<file path="src/rtl/hazard_pkg.sv">
// Shared types, constants and helpers for the pipeline hazard controller.
// Holds the FSM state encoding, forward-select codes and counter helpers.
package hazard_pkg;

  typedef enum logic [1:0] {
    BOOT   = 2'b00,
    RUN    = 2'b01,
    DRAIN  = 2'b10,
    HALTED = 2'b11
  } state_e;

  localparam logic [1:0] FWD_REG = 2'b00;
  localparam logic [1:0] FWD_WB  = 2'b01;
  localparam logic [1:0] FWD_MEM = 2'b10;

  localparam int BOOT_CYCLES_DEF  = 2;
  localparam int DRAIN_CYCLES_DEF = 3;

  // The younger EX/MEM result takes priority over MEM/WB; x0 is never forwarded.
  function automatic logic [1:0] fwd_sel(
    input logic [4:0] rs,
    input logic [4:0] mem_rd,
    input logic       mem_we,
    input logic [4:0] wb_rd,
    input logic       wb_we
  );
    logic [1:0] sel;
    if (mem_we && (mem_rd != 5'd0) && (mem_rd == rs)) begin
      sel = FWD_MEM;
    end else if (wb_we && (wb_rd != 5'd0) && (wb_rd == rs)) begin
      sel = FWD_WB;
    end else begin
      sel = FWD_REG;
    end
    return sel;
  endfunction

  function automatic logic [15:0] sat_inc16(input logic [15:0] val);
    logic [15:0] res;
    if (val == 16'hFFFF) begin
      res = 16'hFFFF;
    end else begin
      res = val + 16'd1;
    end
    return res;
  endfunction

endpackage

</file>
<file path="src/rtl/forwarding_unit.sv">
// Combinational ALU operand forwarding select for both EX source operands.
module forwarding_unit
  import hazard_pkg::*;
(
  input  logic [4:0] ex_rs1,
  input  logic [4:0] ex_rs2,
  input  logic [4:0] mem_rd,
  input  logic       mem_reg_write,
  input  logic [4:0] wb_rd,
  input  logic       wb_reg_write,
  output logic [1:0] forward_a,
  output logic [1:0] forward_b
);

  // Operand source selection, independent of the controller state.
  always_comb begin
    forward_a = fwd_sel(ex_rs1, mem_rd, mem_reg_write, wb_rd, wb_reg_write);
    forward_b = fwd_sel(ex_rs2, mem_rd, mem_reg_write, wb_rd, wb_reg_write);
  end

endmodule

</file>
<file path="src/rtl/pipeline_hazard_controller.sv">
// Five-stage pipeline hazard controller: boot hold, load-use stall, branch
// flush, halt drain, operand forwarding and saturating event counters.
module pipeline_hazard_controller
  import hazard_pkg::*;
#(
  parameter int BOOT_CYCLES  = BOOT_CYCLES_DEF,
  parameter int DRAIN_CYCLES = DRAIN_CYCLES_DEF
) (
  input  logic        clk,
  input  logic        rst,
  input  logic [4:0]  id_rs1,
  input  logic [4:0]  id_rs2,
  input  logic        id_halt,
  input  logic [4:0]  ex_rs1,
  input  logic [4:0]  ex_rs2,
  input  logic [4:0]  ex_rd,
  input  logic        ex_mem_read,
  input  logic        ex_branch_taken,
  input  logic [4:0]  mem_rd,
  input  logic        mem_reg_write,
  input  logic [4:0]  wb_rd,
  input  logic        wb_reg_write,
  output logic        pc_write,
  output logic        if_id_write,
  output logic        if_id_flush,
  output logic        id_ex_bubble,
  output logic        pc_src,
  output logic [1:0]  forward_a,
  output logic [1:0]  forward_b,
  output logic        halted,
  output logic [15:0] stall_cnt,
  output logic [15:0] flush_cnt
);

  localparam logic [1:0] BOOT_LOAD  = 2'(BOOT_CYCLES - 1);
  localparam logic [1:0] DRAIN_LOAD = 2'(DRAIN_CYCLES);

  state_e      state_r, state_next_s;
  logic [1:0]  cnt_r, cnt_next_s;
  logic [15:0] stall_cnt_r, flush_cnt_r;
  logic        load_use_s, stall_event_s, flush_event_s;

  assign load_use_s = ex_mem_read && (ex_rd != 5'd0) &&
                      ((ex_rd == id_rs1) || (ex_rd == id_rs2));
  // A taken branch squashes the load-use pair, so it never counts as a stall.
  assign stall_event_s = (state_r == RUN) && load_use_s && !ex_branch_taken;
  assign flush_event_s = (state_r == RUN) && ex_branch_taken;

  // State, counter and event-counter registers.
  always_ff @(posedge clk) begin
    if (rst) begin
      state_r     <= BOOT;
      cnt_r       <= BOOT_LOAD;
      stall_cnt_r <= 16'd0;
      flush_cnt_r <= 16'd0;
    end else begin
      state_r <= state_next_s;
      cnt_r   <= cnt_next_s;
      if (stall_event_s) begin
        stall_cnt_r <= sat_inc16(stall_cnt_r);
      end
      if (flush_event_s) begin
        flush_cnt_r <= sat_inc16(flush_cnt_r);
      end
    end
  end

  // Next-state and down-counter logic.
  always_comb begin
    state_next_s = state_r;
    cnt_next_s   = cnt_r;
    case (state_r)
      BOOT: begin
        if (cnt_r == 2'd0) begin
          state_next_s = RUN;
        end else begin
          cnt_next_s = cnt_r - 2'd1;
        end
      end
      RUN: begin
        if (id_halt && !ex_branch_taken) begin
          state_next_s = DRAIN;
          cnt_next_s   = DRAIN_LOAD;
        end else begin
          state_next_s = RUN;
        end
      end
      DRAIN: begin
        // Leave as the counter steps to zero so DRAIN lasts exactly DRAIN_CYCLES.
        if (cnt_r <= 2'd1) begin
          state_next_s = HALTED;
          cnt_next_s   = 2'd0;
        end else begin
          cnt_next_s = cnt_r - 2'd1;
        end
      end
      HALTED: begin
        state_next_s = HALTED;
      end
      default: begin
        state_next_s = BOOT;
        cnt_next_s   = BOOT_LOAD;
      end
    endcase
  end

  // Pipeline control outputs per state and hazard.
  always_comb begin
    pc_write     = 1'b0;
    if_id_write  = 1'b0;
    if_id_flush  = 1'b0;
    id_ex_bubble = 1'b0;
    pc_src       = 1'b0;
    case (state_r)
      BOOT: begin
        if_id_flush  = 1'b1;
        id_ex_bubble = 1'b1;
      end
      RUN: begin
        if (ex_branch_taken) begin
          pc_write     = 1'b1;
          if_id_write  = 1'b1;
          if_id_flush  = 1'b1;
          id_ex_bubble = 1'b1;
          pc_src       = 1'b1;
        end else if (load_use_s) begin
          id_ex_bubble = 1'b1;
        end else begin
          pc_write    = 1'b1;
          if_id_write = 1'b1;
        end
      end
      DRAIN, HALTED: begin
        id_ex_bubble = 1'b1;
      end
      default: begin
        if_id_flush  = 1'b1;
        id_ex_bubble = 1'b1;
      end
    endcase
  end

  assign halted    = (state_r == HALTED);
  assign stall_cnt = stall_cnt_r;
  assign flush_cnt = flush_cnt_r;

  forwarding_unit u_fwd (
    .ex_rs1        (ex_rs1),
    .ex_rs2        (ex_rs2),
    .mem_rd        (mem_rd),
    .mem_reg_write (mem_reg_write),
    .wb_rd         (wb_rd),
    .wb_reg_write  (wb_reg_write),
    .forward_a     (forward_a),
    .forward_b     (forward_b)
  );

endmodule

</file>
<file path="config.mk">
export PLATFORM = sky130hd
export DESIGN_NAME = pipeline_hazard_controller
export DESIGN_NICKNAME = d
export VERILOG_FILES = /design/src/rtl/hazard_pkg.sv /design/src/rtl/forwarding_unit.sv /design/src/rtl/pipeline_hazard_controller.sv
export SDC_FILE = /design/constraint.sdc
export NUM_CORES = 1
export LEC_CHECK = 0
export ABC_AREA = 1
export CAP_MARGIN = 0
export CORE_MARGIN = 2
export CORE_UTILIZATION = 48
export CTS_BUF_LIST = sky130_fd_sc_hd__clkbuf_16
export CTS_CLUSTER_SIZE = 12
export DETAILED_ROUTE_END_ITERATION = 12
export PLACE_DENSITY_LB_ADDON = 0.08
export SLEW_MARGIN = 40
export SYNTH_ARGS = -nofsm -noshare
export SYNTH_HDL_FRONTEND = slang
export SYNTH_HIERARCHICAL = 1
export SYNTH_SLANG_ARGS = --single-unit
</file>
<file path="constraint.sdc">
create_clock -name clk -period 2.09 [get_ports clk]
set_input_delay 0.627 -clock clk [delete_from_list [all_inputs] [get_ports clk]]
set_output_delay 0.627 -clock clk [all_outputs]
set_load 0.1 [all_outputs]
</file>
# After elaboration in Yosys (flattened, before gate mapping)
# Index checks and enable logic that the tools add are counted.
# word_totals
register_bits	36
elab_cells	69
# op_classes
n_addsub	3
n_lt_le_gt_ge	1
n_eq_ne	15
mux	23
n_reduce_logical	23
# ops
operator	count
16-bit by 1-bit adder with 16-bit output, second input constant	2
16-bit equality test, second input constant	2
16-bit two-way mux	2
5-bit equality test	6
2-bit two-way mux	8
5-bit nonzero test	3
1-bit logical AND	12
1-bit two-way mux	9
2-bit case mux with 4 select lines	1
2-bit inequality test, second input constant	3
2-bit case mux with 3 select lines	1
2-bit equality test, second input constant	2
2-bit logical NOT	2
1-bit case mux with 2 select lines	2
3-bit AND reduction	1
3-bit nonzero test	1
3-bit OR reduction	1
2-bit by 1-bit equality test with 1-bit output, second input constant	1
2-bit by 1-bit <= comparator with 1-bit output, second input constant	1
2-bit by 1-bit inequality test with 1-bit output, second input constant	1
2-bit AND reduction	1
2-bit by 1-bit subtractor with 2-bit output, second input constant	1
1-bit logical NOT	1
1-bit logical OR	1

# Logic depth before layout (Yosys ltp)
# Gate-level depths: netlist (run 1).
# logic_depth
word_depth	6
ltp_mapped	12
depth_no_buf	12

# Cells and area by module
# The synthesis (run 1) kept the hierarchy.
# by_module_without_submodules
mod	instances	cells_per_inst	area_each_um2	seq_area_each_um2
pipeline_hazard_controller	1	395	2476.1	720.7
forwarding_unit	1	81	361.6	0.0

# Worst setup path before layout (run 1)
# No wires, ideal clock.
# synth_path
path_kind	input to output
start	input port mem_rd[3]
end	output port forward_a[0]
arrival_time_ns	2.462
slack_ns	-0.999
path_stages	7
cell_sequence	inv_1 nand2_1 nand2_1 nor2_1 nand3_1 nor2_2 nor2_1
# synth_between
elab_chain_len	4
word_cells_on_any_way	5
cone_classes	1 x eq/ne; 1 x mux; 3 x reduce/logical
# synth_rtl
item	line	source
start, declared	pipeline_hazard_controller.sv:19	input logic [4:0] mem_rd,
5-bit nonzero test	hazard_pkg.sv:28	if (mem_we && (mem_rd != 5'd0) && (mem_rd == rs)) begin
1-bit logical AND	hazard_pkg.sv:28	
1-bit logical AND (*)	hazard_pkg.sv:28	
2-bit two-way mux (*)	hazard_pkg.sv:28	
end, declared	pipeline_hazard_controller.sv:28	output logic [1:0] forward_a,
# Mark *: on every way between the ends. The rest lies on a longest branch, timed or not.

# Final worst setup path (run 1)
# layout_path
start	input port id_rs1[4]
end	output port pc_write
# layout_between
elab_chain_len	6
# layout_rtl
item	line	source
start, declared	pipeline_hazard_controller.sv:11	input logic [4:0] id_rs1,
5-bit equality test	pipeline_hazard_controller.sv:44	((ex_rd == id_rs1) || (ex_rd == id_rs2));
1-bit logical OR	pipeline_hazard_controller.sv:44	
1-bit logical AND	pipeline_hazard_controller.sv:43	assign load_use_s = ex_mem_read && (ex_rd != 5'd0) &&
1-bit two-way mux	pipeline_hazard_controller.sv:126	end else if (load_use_s) begin
1-bit two-way mux	pipeline_hazard_controller.sv:120	if (ex_branch_taken) begin
1-bit two-way mux	pipeline_hazard_controller.sv:114	case (state_r)
end, declared	pipeline_hazard_controller.sv:23	output logic pc_write,
# Every way passes these cells.

==> results of run 1 <==
[metal layers]
layer / wire length, µm / share of wire, % / GRT usage [%] / vias up
met5: 0 / 0 / 0 / -
met4: 322 / 3.3 / 13.1 / 0
met3: 513 / 5.3 / 6.78 / 32
met2: 5100 / 53 / 53.6 / 139
met1: 3690 / 38 / 32.5 / 1582
li1: - / - / - / 1702
[registers in the layout, indices dropped and copies added, names as in the netlist]
signal     flops
stall_cnt     16
cnt_r          2
state_r        2
flush_cnt     16
[power groups by stage]
| stage | clock network (µW) | logic [µW] | registers (µW) |
|---|---|---|---|
| after floorplan | 0 | 790 | 891 |
| after global placement | 0 | 1320 | 798 |
| after detailed placement | 0 | 1320 | 802 |
| after CTS | 705 | 1360 | 788 |
| after global routing | 746 | 1550 | 800 |
| final | 700 | 1470 | 797 |
[cell families after synthesis]
group | after synthesis | share of synthesized area (%)
DFF | 36 | 25.4
adders and majority gates | 12 | 5.29
and+or+nand+nor | 289 | 44.4
buffers and inverters | 83 | 11.9
xor gates and xnor gates | 20 | 6.17
AOI/OAI and AO/OA | 36 | 6.88
[synth_stat cells, types with 2 or more instances]
library cell and count:
a31oi_1 3, ha_1 12, dfxtp_1 36, nor2_2 5, nand3_2 2, buf_4 2
buf_2 3, nor2_1 73, inv_1 68, nand2_1 155, a21oi_1 10, nand4_1 9
buf_6 2, xnor2_1 9, nor4_1 2, nand3_1 22, xor2_1 11, nand2_2 5
nor3_1 5, nor3_2 4, o21ai_1 4, o21ai_0 15, inv_2 6, clkinv_1 2
[worst max path at each step]
stage                     startpoint          end  slack, ns  cells past startpoint
after floorplan            id_rs1[1]     pc_write      -0.55                     10
after global placement      ex_rd[1]  if_id_write      -0.78                     11
after detailed placement    ex_rd[1]  if_id_write      -0.84                     11
after CTS                  id_rs2[0]  if_id_write      -0.26                     10
after global routing       id_rs1[4]  if_id_write      -0.43                      8
final                      id_rs1[4]     pc_write      -0.37                      8
[stage by stage]
step | hold WS [ns] | total power [µW] | util (%) | std cells | instance area, µm²
after global routing | 0.558 | 3100 | 85.3 | 664 | 4960
after CTS | 0.547 | 2860 | 81.0 | 665 | 4710
final | 0.550 | 2960 | 85.3 | 664 | 4960
after floorplan | 0.524 | 1680 | - | 476 | 2920
after global placement | 0.513 | 2110 | 74.6 | 644 | 4340
after detailed placement | 0.535 | 2130 | 74.6 | 644 | 4340
[cells in the final DEF, fill, tap and decap left out, types with 7 or more instances in the layout]
cell type  count
nor2_2         7
ha_1          11
nor2_4        12
nand2_2       36
inv_4          8
nand4_1        9
xor2_1        11
inv_1         53
inv_2         12
buf_8         12
nor2_1        60
nand2_1      120
buf_12        45
buf_4         19
dfxtp_1       30
a21oi_1        9
nand3_1       20
buf_6         20
o21ai_0       14
[cell type report]
| class | instances | share of cell area [%] |
|---|---|---|
| Clock inverter | 3 | 0.227 |
| Sequential cell | 36 | 14.7 |
| Clock buffer | 5 | 2.52 |
| Multi-Input combinational cell | 357 | 41.3 |
| Inverter | 76 | 6.54 |
| Timing Repair Buffer | 112 | 32.8 |
| Tap cell | 75 | 1.89 |
[timing repair]
action                                  in CTS  in global routing
pin swaps                                   52                 43
hold buffers                                 0                  0
resized for setup                          215                 78
gates cloned                                 3                  0
buffers inserted                            20                  2
endpoints found under the hold margin        0                  0
endpoints found under the setup margin      25                 24
==> reports/summary.txt, run 1 <==
Number of global-route vias before repair = 3458
Hold path cells = 1
Drt first pass iters = 5
Syn Inst Count = 476
Syn nets = 530
DRT antenna net count = 0
#FFs+latches synth = 36
Synth area leader = dfxtp_1
Crit path max-delay family = buffers and inverters
Crit. End Element = output pin
Psw = 1240 µW
Root Buffer = clkbuf_16
Final setup violation count = 6
Hold WC Path Type = reg2reg
Sequential area share after synthesis = 25.4%
Number of synthesized flops with an enable pin = 0
Top_reg_cell synth = dfxtp_1
Status = finished with violations
Netlist Area Pre-Place = 2840 µm²
Crit start category = input pin
Net Sw Frac = 41.9%
Fraction of registers with async set/reset = 0%
Crit path time final = 2.46 ns
CP Class = in2out
Row Count = 28
Via density per instance = 5.20
CTS tree = built
Routed len/inst = 14.5 µm
Worst skew pair latency = 0.27 ns
Die W = 80.9 µm
Final worst setup slack = -0.371 ns
Maximum vdd drop = 0.820 mV
Diode count = 0
Initial core utilization = 48.8%
Worst rel slew slack = 73.1%
Total GRT Usage = 29.5%
Reg2reg start = stall_cnt[0]$_SDFFE_PP0P_
Crit-path max cell delay = 0.21 ns
Reg2reg end = stall_cnt[5]$_SDFFE_PP0P_
Yosys top cell area share = 25.4%
I/O pin total = 84
Skew final = 0.00644 ns
Flop pwr share = 26.9%
Worst Path Arrival = 1.83 ns
Max Fclk = 406 MHz
Clock power share = 23.6%
GP Congestion = 0.842
DR iter-0 viols = 189
Reg-to-reg slack, setup = 0.34 ns
Combinational power share = 49.5%
Share of cells above drive strength 1 = 37.0%
Fillcell total = 326
RSZ-0062 raised after global routing = yes
P per Cell Area = 597 nW/µm²
CP required = 1.46 ns
Critical Path Fanout Max = 2
CP max stage cell = clkdlybuf4s15_1
# clock sinks = 36
Global-route wire length before repair = 15300 µm
Nets = 642
Chip Height = 80.9 µm
H-tree lvl count = 2
Final hold violation count = 0
Worst-path clk slew = 0.05 ns
Syn Area/Cell = 5.96 µm²
Core Area = 5820 µm²
Pre-CTS setup slack = -0.843 ns
Area of the multi-input gates = 2050 µm²
Total Wirelength = 9630 µm
P_leak = 0.00242 µW
R2R depth = 9
Via count = 3455
Synth unique cells = 35
Actual slew at the worst max-slew pin = 0.401 ns
Hold Path End = flush_cnt[0]$_SDFFE_PP0P_
Inserted Clock Buffers = 5
Top post-synthesis cells by area = dfxtp_1, nand2_1, nor2_1, inv_1, ha_1
Die footprint = 6540 µm²
TNS Setup = -1.31 ns
Period utilisation layout = 118%
Clk buf depth = 2
Crit path buffers/inverters = 3
Pins Over Slew Limit = 0
Register area = 728 µm²
Failing checks = setup timing
MaxCap Viol Count = 0
Gr ovfl total = 0
Int Power = 1720 µW
PortBufs = 83
# DRC = 0
Area grow syn2layout = 74.7%
Largest net degree at the start of global routing = 28
Synthesis Warnings = 6
Post-DP HPWL = 5990 µm
Antenna violations before repair = 0
Crit path cell chain = clkdlybuf4s15_1 > xnor2_2 > nand3_2 > a21oi_2 > nand2_1 > nand2_2 > clkinvlp_4 > buf_12
Hold_sp = flush_cnt[0]$_SDFFE_PP0P_
No activity file was read; power rests on OpenSTA's default activity.
==> inputs of run 2 (changes only) <==
==> constraint.sdc (replaced) <==
create_clock -name clk -period 2.7 [get_ports clk]
set_input_delay 0.81 -clock clk [delete_from_list [all_inputs] [get_ports clk]]
set_output_delay 0.81 -clock clk [all_outputs]
set_load 0.1 [all_outputs]
==> reports/summary.txt, run 2 (synthesis gave the netlist of run 1 again) <==
Status = completed
CTS tree = built
Most common cell after layout, fill and taps aside = nand2_1
Critical Path Fanout Max = 4
Crit. End Element = output pin
Period utilisation layout = 99.9%
# clock sinks = 36
Worst Path Arrival = 1.89 ns
Skew final = 0.00358 ns
Reg-to-reg slack, setup = 0.80 ns
Nets = 629
Hold path cells = 2
Pins Over Slew Limit = 0
Maximum vdd drop = 0.600 mV
Via count = 3140
Area of the multi-input gates = 1890 µm²
Die W = 80.9 µm
Crit path buffers/inverters = 4
Drt first pass iters = 5
Row Count = 28
Reg2reg end = flush_cnt[11]$_SDFFE_PP0P_
Chip Height = 80.9 µm
Number of global-route vias before repair = 2869
Fin Hold WS = 0.535 ns
Worst rel slew slack = 73.0%
MaxCap Viol Count = 0
CP max stage cell = buf_12
R2R depth = 10
Register area = 721 µm²
Worst skew pair latency = 0.28 ns
H-tree lvl count = 2
Final setup violation count = 0
Fillcell total = 495
Worst-path clk slew = 0.05 ns
P per Cell Area = 544 nW/µm²
Max Fclk = 371 MHz
Core Area = 5820 µm²
Routed len/inst = 10.9 µm
Crit start category = input pin
Global-route wire length before repair = 12000 µm
I/O pin total = 84
Final Cell Area = 4120 µm²
PortBufs = 83
Area grow syn2layout = 45.2%
Crit path cell chain = buf_12 > inv_8 > nand2_4 > nand2_4 > nor2_4 > nand3_2 > a21oi_2 > nand2_1 > nand2_2 > clkinvlp_4 > buf_12
Actual slew at the worst max-slew pin = 0.402 ns
GP Congestion = 0.841
Hold WC Path Type = reg2reg
Clk buf depth = 2
Crit-path max cell delay = 0.19 ns
Via density per instance = 4.82
CP Class = in2out
Final hold violation count = 0
# DRC = 0
Total GRT Usage = 22.5%
Inst Count DP = 639
Hold Path End = flush_cnt[2]$_SDFFE_PP0P_
Share of cells above drive strength 1 = 25.3%
RSZ-0062 raised after global routing = yes
Crit path time final = 2.70 ns
Reg2reg start = state_r[1]$_SDFFE_PP0P_
Initial core utilization = 48.8%
Largest net degree at the start of global routing = 33
Inserted Clock Buffers = 5
Non-Filler Instances = 651
Placed cell area = 3870 µm²
Most frequent cells in the layout = nand2_1, nor2_1, inv_1
Total Wirelength = 7090 µm
Diode count = 0
Hold_sp = flush_cnt[2]$_SDFFE_PP0P_
Crit path max-delay family = simple AND/OR/NAND/NOR gates
Die footprint = 6540 µm²
Post-DP HPWL = 5510 µm
DRT antenna net count = 0
Gr ovfl total = 0
Antenna violations before repair = 0
Root Buffer = clkbuf_16
P_leak = 0.00218 µW
CP required = 1.89 ns
Hold_buf cts = 0
DR iter-0 viols = 102
run 2: cell count changes in the layout (fill, tap and decap cells not counted), sizes merged:
cell,change
clkbuf,+7
inv,-1
dlygate4sd2,+1
clkdlybuf4s15,+8
clkdlybuf4s50,+2
bufinv,+1
dlymetal6s2s,+1
buf,-32
run 2: area by class of cell:
type                       count  area share [%]
multi-input combinational    357            45.9
timing repair buffer          99            22.9
inverter                      76            7.50
sequential                    36            17.5
tap                           75            2.28
clock buffer                   5            3.04
clock inverter                 3           0.941
run 2: worst max-delay path by stage:
| stage | slack, ns | end | depth (start not counted) | startpoint |
|---|---|---|---|---|
| floorplan | -0.30 | pc_write | 10 | id_rs1[1] |
| finish | 0.003 | pc_write | 11 | ex_rd[1] |
| global placement | -0.54 | if_id_write | 11 | ex_rd[1] |
| global route | -0.06 | if_id_write | 11 | id_rs2[1] |
| CTS | 0.002 | pc_write | 10 | id_rs2[0] |
| detailed placement | -0.59 | pc_write | 11 | ex_rd[1] |
run 2: per-stage QoR:
stage / total power [µW] / setup WS (ns) / util [%] / setup TNS [ns]
floorplan: 1290 / -0.303 / - / -0.562
global placement: 1590 / -0.544 / 66.6 / -2.32
detailed placement: 1600 / -0.589 / 66.6 / -2.59
CTS: 2240 / 0.00182 / 69.2 / 0
global route: 2350 / -0.0615 / 70.8 / -0.124
finish: 2240 / 0.00257 / 70.8 / 0
run 2: worst register-to-register path, stage by stage, from the launching register on:
cell and delay (ns):
dfxtp_1 0.32, inv_1 0.13, ha_1 0.35, nand2_2 0.14, buf_4 0.18, nor2_1 0.18
nand2_1 0.13, o21ai_1 0.15, nand2_1 0.06, o21ai_1 0.11, inv_1 0.04
run 2: per-layer routing:
| layer | global-route usage (%) | up-vias | share of wire, % |
|---|---|---|---|
| li1 | - | 1673 | - |
| met1 | 26.5 | 1396 | 44 |
| met2 | 41.8 | 63 | 51 |
| met3 | 4.11 | 8 | 4.1 |
| met4 | 5.25 | 0 | 0.79 |
| met5 | 0 | - | 0 |
run 2: power by group:
part	internal [µW]	leakage (µW)	total (µW)	switching [µW]
logic	348	0.00181	998	650
registers	565	0.000291	600	34.9
clock network	430	0.0000850	644	213
run 2: timing repair:
action	CTS	global route
pin swaps	31	29
cloned	0	0
setup buffers	4	0
resized for setup	101	55
setup endpoints to repair	7	7
